### config.mk
export PLATFORM = sky130hd
export DESIGN_NAME = ordena_n_serial
export DESIGN_NICKNAME = d
export VERILOG_FILES = /design/src/rtl/ordena_n_serial.sv
export SDC_FILE = /design/constraint.sdc
export NUM_CORES = 1
export LEC_CHECK = 0
export ABC_AREA = 1
export ABC_CLOCK_PERIOD_IN_PS = 3100
export BUFFER_PORTS_ARGS = -buffer_cell sky130_fd_sc_hd__clkbuf_2
export CORE_MARGIN = 3
export CORE_UTILIZATION = 35
export CTS_CLUSTER_DIAMETER = 40
export DETAILED_ROUTE_END_ITERATION = 8
export GPL_TIMING_DRIVEN = 1
export PLACE_DENSITY = 0.55
export SETUP_SLACK_MARGIN = 0.05
export SLEW_MARGIN = 20
export SYNTH_ARGS = -nofsm -noshare
export SYNTH_HDL_FRONTEND = slang
export SYNTH_SLANG_ARGS = --single-unit
export TNS_END_PERCENT = 5
### constraint.sdc
create_clock -name clk -period 3.1 [get_ports clk]
set_input_delay 0.31 -clock clk [delete_from_list [all_inputs] [get_ports clk]]
set_output_delay 0.31 -clock clk [all_outputs]
set_load 0.02 [all_outputs]
### src/rtl/ordena_n_serial.sv
// Streaming sort engine: loads an N-word frame, sorts it with an odd-even
// transposition network (one phase per cycle), then drains it over valid/ready.
module ordena_n_serial #(
  parameter int N = 8,
  parameter int W = 8
) (
  input  logic         clk,
  input  logic         rst,
  input  logic         ena,
  input  logic         cresc_ou_decres,
  input  logic         in_valid,
  input  logic [W-1:0] in_data,
  output logic         in_ready,
  output logic         out_valid,
  output logic [W-1:0] out_data,
  output logic         out_last,
  input  logic         out_ready,
  output logic         ocupado
);

  localparam int AW = $clog2(N);
  localparam int CW = AW + 1;
  localparam logic [CW-1:0] LAST = CW'(N - 1);

  typedef enum logic [1:0] {CARGA = 2'd0, ORDENA = 2'd1, ENVIA = 2'd2} state_t;

  state_t        r_state, w_state_nx;
  logic [W-1:0]  r_mem [N];
  logic [W-1:0]  w_net [N];
  logic [CW-1:0] r_cnt;
  logic [CW-1:0] w_cnt_nx;
  logic [CW-1:0] r_phase;
  logic          r_arm;
  logic          r_ena;
  logic          r_asc;
  logic          r_out_valid;
  logic [W-1:0]  r_out_data;
  logic          r_out_last;
  logic          w_accept;
  logic          w_xfer;

  function automatic logic need_swap(input logic [W-1:0] a, input logic [W-1:0] b,
                                     input logic asc);
    return asc ? (a > b) : (a < b);
  endfunction

  assign w_accept = in_valid && in_ready;
  assign w_xfer   = r_out_valid && out_ready;
  assign w_cnt_nx = r_cnt + 1'b1;

  // Compare-swap network: even phases pair (0,1),(2,3)..; odd phases (1,2),(3,4)..
  always_comb begin
    w_net = r_mem;
    for (int i = 0; i < N - 1; i++) begin
      if (((i % 2) == 1) == r_phase[0]) begin
        if (need_swap(r_mem[i], r_mem[i+1], r_asc)) begin
          w_net[i]   = r_mem[i+1];
          w_net[i+1] = r_mem[i];
        end
      end
    end
  end

  always_ff @(posedge clk) begin
    if (rst) r_state <= CARGA;
    else     r_state <= w_state_nx;
  end

  always_comb begin
    w_state_nx = r_state;
    case (r_state)
      CARGA:   if (w_accept && r_cnt == LAST) w_state_nx = r_ena ? ORDENA : ENVIA;
      ORDENA:  if (r_phase == LAST) w_state_nx = ENVIA;
      ENVIA:   if (w_xfer && r_out_last) w_state_nx = CARGA;
      default: w_state_nx = CARGA;
    endcase
  end

  always_comb begin
    in_ready = (r_state == CARGA) && r_arm;
    ocupado  = (r_state == ORDENA) || (r_state == ENVIA);
  end

  // Storage: no reset, contents are don't-care until a frame is loaded
  always_ff @(posedge clk) begin
    if (r_state == ORDENA) r_mem <= w_net;
    else if (w_accept)     r_mem[r_cnt[AW-1:0]] <= in_data;
  end

  always_ff @(posedge clk) begin
    if (rst) begin
      r_arm       <= 1'b0;
      r_cnt       <= '0;
      r_phase     <= '0;
      r_ena       <= 1'b0;
      r_asc       <= 1'b0;
      r_out_valid <= 1'b0;
      r_out_data  <= '0;
      r_out_last  <= 1'b0;
    end else begin
      r_arm <= 1'b1;
      case (r_state)
        CARGA: begin
          if (w_accept) begin
            if (r_cnt == '0) begin
              r_ena <= ena;
              r_asc <= cresc_ou_decres;
            end
            if (r_cnt == LAST) begin
              r_cnt <= '0;
              if (!r_ena) begin
                r_out_valid <= 1'b1;
                r_out_data  <= r_mem[0];
                r_out_last  <= 1'b0;
              end
            end else begin
              r_cnt <= w_cnt_nx;
            end
          end
        end
        ORDENA: begin
          if (r_phase == LAST) begin
            // First output must reflect the final phase being written this edge
            r_phase     <= '0;
            r_out_valid <= 1'b1;
            r_out_data  <= w_net[0];
            r_out_last  <= 1'b0;
          end else begin
            r_phase <= r_phase + 1'b1;
          end
        end
        ENVIA: begin
          if (w_xfer) begin
            if (r_out_last) begin
              r_cnt       <= '0;
              r_out_valid <= 1'b0;
              r_out_data  <= '0;
              r_out_last  <= 1'b0;
            end else begin
              r_cnt      <= w_cnt_nx;
              r_out_data <= r_mem[w_cnt_nx[AW-1:0]];
              r_out_last <= (w_cnt_nx == LAST);
            end
          end
        end
        default: r_cnt <= '0;
      endcase
    end
  end

  assign out_valid = r_out_valid;
  assign out_data  = r_out_data;
  assign out_last  = r_out_last;

endmodule

==> flow_summary.json <==
{
  "max_root_sink_buffers": 2,
  "placed_area_um2": 7880,
  "synth_area_leader_cell": "sky130_fd_sc_hd__edfxtp_1",
  "total_count_of_max_transition_violations_in_the_final_report": 0,
  "number_of_standard_cell_rows_in_the_floorplan": 52,
  "antenna_found_initial": 0,
  "crit_path_max_fanout": 24,
  "max_slew_margin": 0.619,
  "cap_violations": 0,
  "grt_pass1_wl_um": 38800,
  "setup.worst_path.end_class": "flop",
  "worst_slew_pin_slew_ps": 571,
  "globalRoute.totalOverflow": 0,
  "max_h_tree_level": 3,
  "setup_total_negative_slack_ps": 0,
  "pre_cts_slack_ps": 490,
  "muxShareOfSynthArea": 0,
  "synth_simple_gate_area_frac": 0.294,
  "yosys.cell_types.count": 48,
  "post_cts_hold_buffer_count": 0,
  "synth_edf_count": 64,
  "sequential_fraction_of_the_synthesis_area": 0.318,
  "post_cts_buffers": 0,
  "insertion_delay_ps": 370,
  "post-synth-top-count-cell": "sky130_fd_sc_hd__nand2_1",
  "core_region_area_um2": 20600,
  "synth_area_um2": 7490,
  "startpoint_type": "flop",
  "dp.final_hpwl_um": 18300,
  "ys_async_sr_fraction": 0,
  "netlist_top_cells_area": "sky130_fd_sc_hd__edfxtp_1 (26%), sky130_fd_sc_hd__nand2_1 (12%), sky130_fd_sc_hd__ha_1 (11%), sky130_fd_sc_hd__dfxtp_1 (6.1%), sky130_fd_sc_hd__nand4_1 (5.9%)",
  "drive_above_1_share": 0.109,
  "synthTopCellsByCount": "sky130_fd_sc_hd__nand2_1 (248), sky130_fd_sc_hd__inv_1 (118), sky130_fd_sc_hd__o21ai_0 (86)",
  "start_util": 0.363,
  "viasPerCell": 5.55,
  "drt.antenna.violating_nets": 0,
  "timing.setup.critical_path_class": "reg2reg",
  "tot_gr_track_use": 0.210,
  "tritoncts.num_buffers": 9,
  "cts.reportedPaths.clkPinSlew_ps": 80,
  "cts_repair_resized_insts": 0,
  "finalInstanceArea_um2": 8180,
  "first_pass_iters": 5,
  "port-buffer-count": 25,
  "yosysWarningCount": 0,
  "first_global_vias": 6808,
  "power_leakage_nw": 3.78,
  "design.die.area_um2": 23200,
  "clkSinkCount": 87,
  "cts_root_buffer": "sky130_fd_sc_hd__clkbuf_16",
  "setup_ws_ps": 453,
  "first_iter_violations": 668,
  "drt-total-wl_um": 25000,
  "final-hold-violation-count": 0,
  "hold_slack_ps": 189,
  "synth_ff_type": "sky130_fd_sc_hd__edfxtp_1",
  "place.gp.congestion": 0.884,
  "vias": 7296,
  "synth_adder_area_share": 0.107,
  "cp.arrival_ps": 2760,
  "area.growth.synth_to_final_pct": 9.26,
  "timing.final.crit_period_ps": 2650,
  "largest_family_of_logic_cells_by_synthesized_area": "simple AND/OR/NAND/NOR gates",
  "synthXorXnorAreaFrac": 0.00451,
  "power.density_cell_area_nw_per_um2": 352,
  "synth_nets": 1099,
  "min-delay-path-class": "in2reg",
  "ir_worst_vdd_mv": 0.271,
  "clock_skew_ps": 10.6,
  "tritoncts": "done",
  "die_height_um": 152,
  "route.detailed.drc": 0,
  "finalNetCount": 1118,
  "postSynthCellCount": 1021,
  "timing.fmax_mhz": 378,
  "synth_area_per_cell_um2": 7.33,
  "setup_viol": 0,
  "postSynthRegisterBits": 87,
  "synth_area_in_compound_gates": 0.178,
  "rsz0062_at_grt": "no",
  "status": "finished, final reports clean",
  "wl_per_cell_um": 19.0,
  "antenna_cells_inserted": 0,
  "timing.critical_path.required_ps": 3220,
  "die-width_um": 152,
  "yosysTopAreaCellShare": 0.257,
  "ios": 26,
  "pin_count_of_the_biggest_net_entering_global_routing": 43,
  "share_of_the_cycle_needed_by_the_critical_path_after_routing": 0.854
}
power breakdown:
group / internal, mW / switching (mW) / total (mW)
combinational: 0.129 / 0.321 / 0.450
clock: 0.574 / 0.574 / 1.15
sequential: 1.26 / 0.0210 / 1.28
total: 1.97 / 0.916 / 2.88
path summary, 6_finish.rpt:
kind / start / endpoint / slack, ps / cells past startpoint
worst min-delay path: ena / r_ena / 190 / 3
worst max register to register: r_mem[39] / r_mem[41] / 450 / 11
worst min register to register: r_ena / r_state[0] / 510 / 2
worst max-delay path: r_mem[39] / r_mem[41] / 450 / 11
through the flow:
step,std cells,utilization,power [mW]
2_1_floorplan,1021,-,1.62
3_3_place_gp,1299,0.382,1.75
3_5_place_dp,1299,0.382,1.75
4_1_cts,1315,0.397,2.88
5_1_grt,1315,0.397,2.98
6_report,1315,0.397,2.88
routing by layer:
layer | vias to the layer above | part of all wire | track usage
met3 | 34 | 0.062 | 0.0247
li1 | 3589 | - | -
met1 | 3421 | 0.46 | 0.299
met5 | - | 0 | 0
met4 | 0 | 0.020 | 0.0642
met2 | 252 | 0.46 | 0.333
layout make-up:
type,instances,area (µm²)
Multi-Input combinational cell,767,4370
Sequential cell,87,2380
Inverter,124,468
Clock inverter,7,73.8
Timing Repair Buffer,51,320
Clock buffer,9,225
Fill cell,2176,12400
Tap cell,270,338
state kept, by name, summed over array words and instances, names as in the netlist:
signal	flops
out_data	8
out_last	1
out_valid	1
r_arm	1
r_asc	1
r_cnt	4
r_ena	1
r_mem	64
r_phase	4
r_state	2
critical path, stage by stage (launching register included):
cell	delay, ps
sky130_fd_sc_hd__edfxtp_1	480
sky130_fd_sc_hd__inv_1	120
sky130_fd_sc_hd__ha_1	340
sky130_fd_sc_hd__a21oi_1	160
sky130_fd_sc_hd__o21a_1	170
sky130_fd_sc_hd__nand2_1	100
sky130_fd_sc_hd__o21ai_4	120
sky130_fd_sc_hd__nand3_2	430
sky130_fd_sc_hd__o21ai_0	300
sky130_fd_sc_hd__inv_1	60
sky130_fd_sc_hd__nand2_1	60
sky130_fd_sc_hd__nand2_1	50
kinds of logic after synthesis:
| family | after synthesis |
|---|---|
| compound gates | 231 |
| xor+xnor | 3 |
| fa+ha+maj | 64 |
| buf+inv | 167 |
| flops | 87 |
| simple gates | 469 |
placed cells by master, fill, tap and decap left out, drive strengths merged, types with 2 or more instances in the layout:
cell type,instances
nand4,72
o22ai,8
nand3,87
o31ai,2
o21bai,9
clkinv,2
a21oi,70
buf,26
ha,64
inv,129
a31oi,3
o21ai,118
nand2,254
dfxtp,23
nor3,7
xor2,3
o21a,4
a211oi,11
nor2,44
clkbuf,34
edfxtp,64
or2,2
a21boi,5
Power figures use the tool's default switching activity.
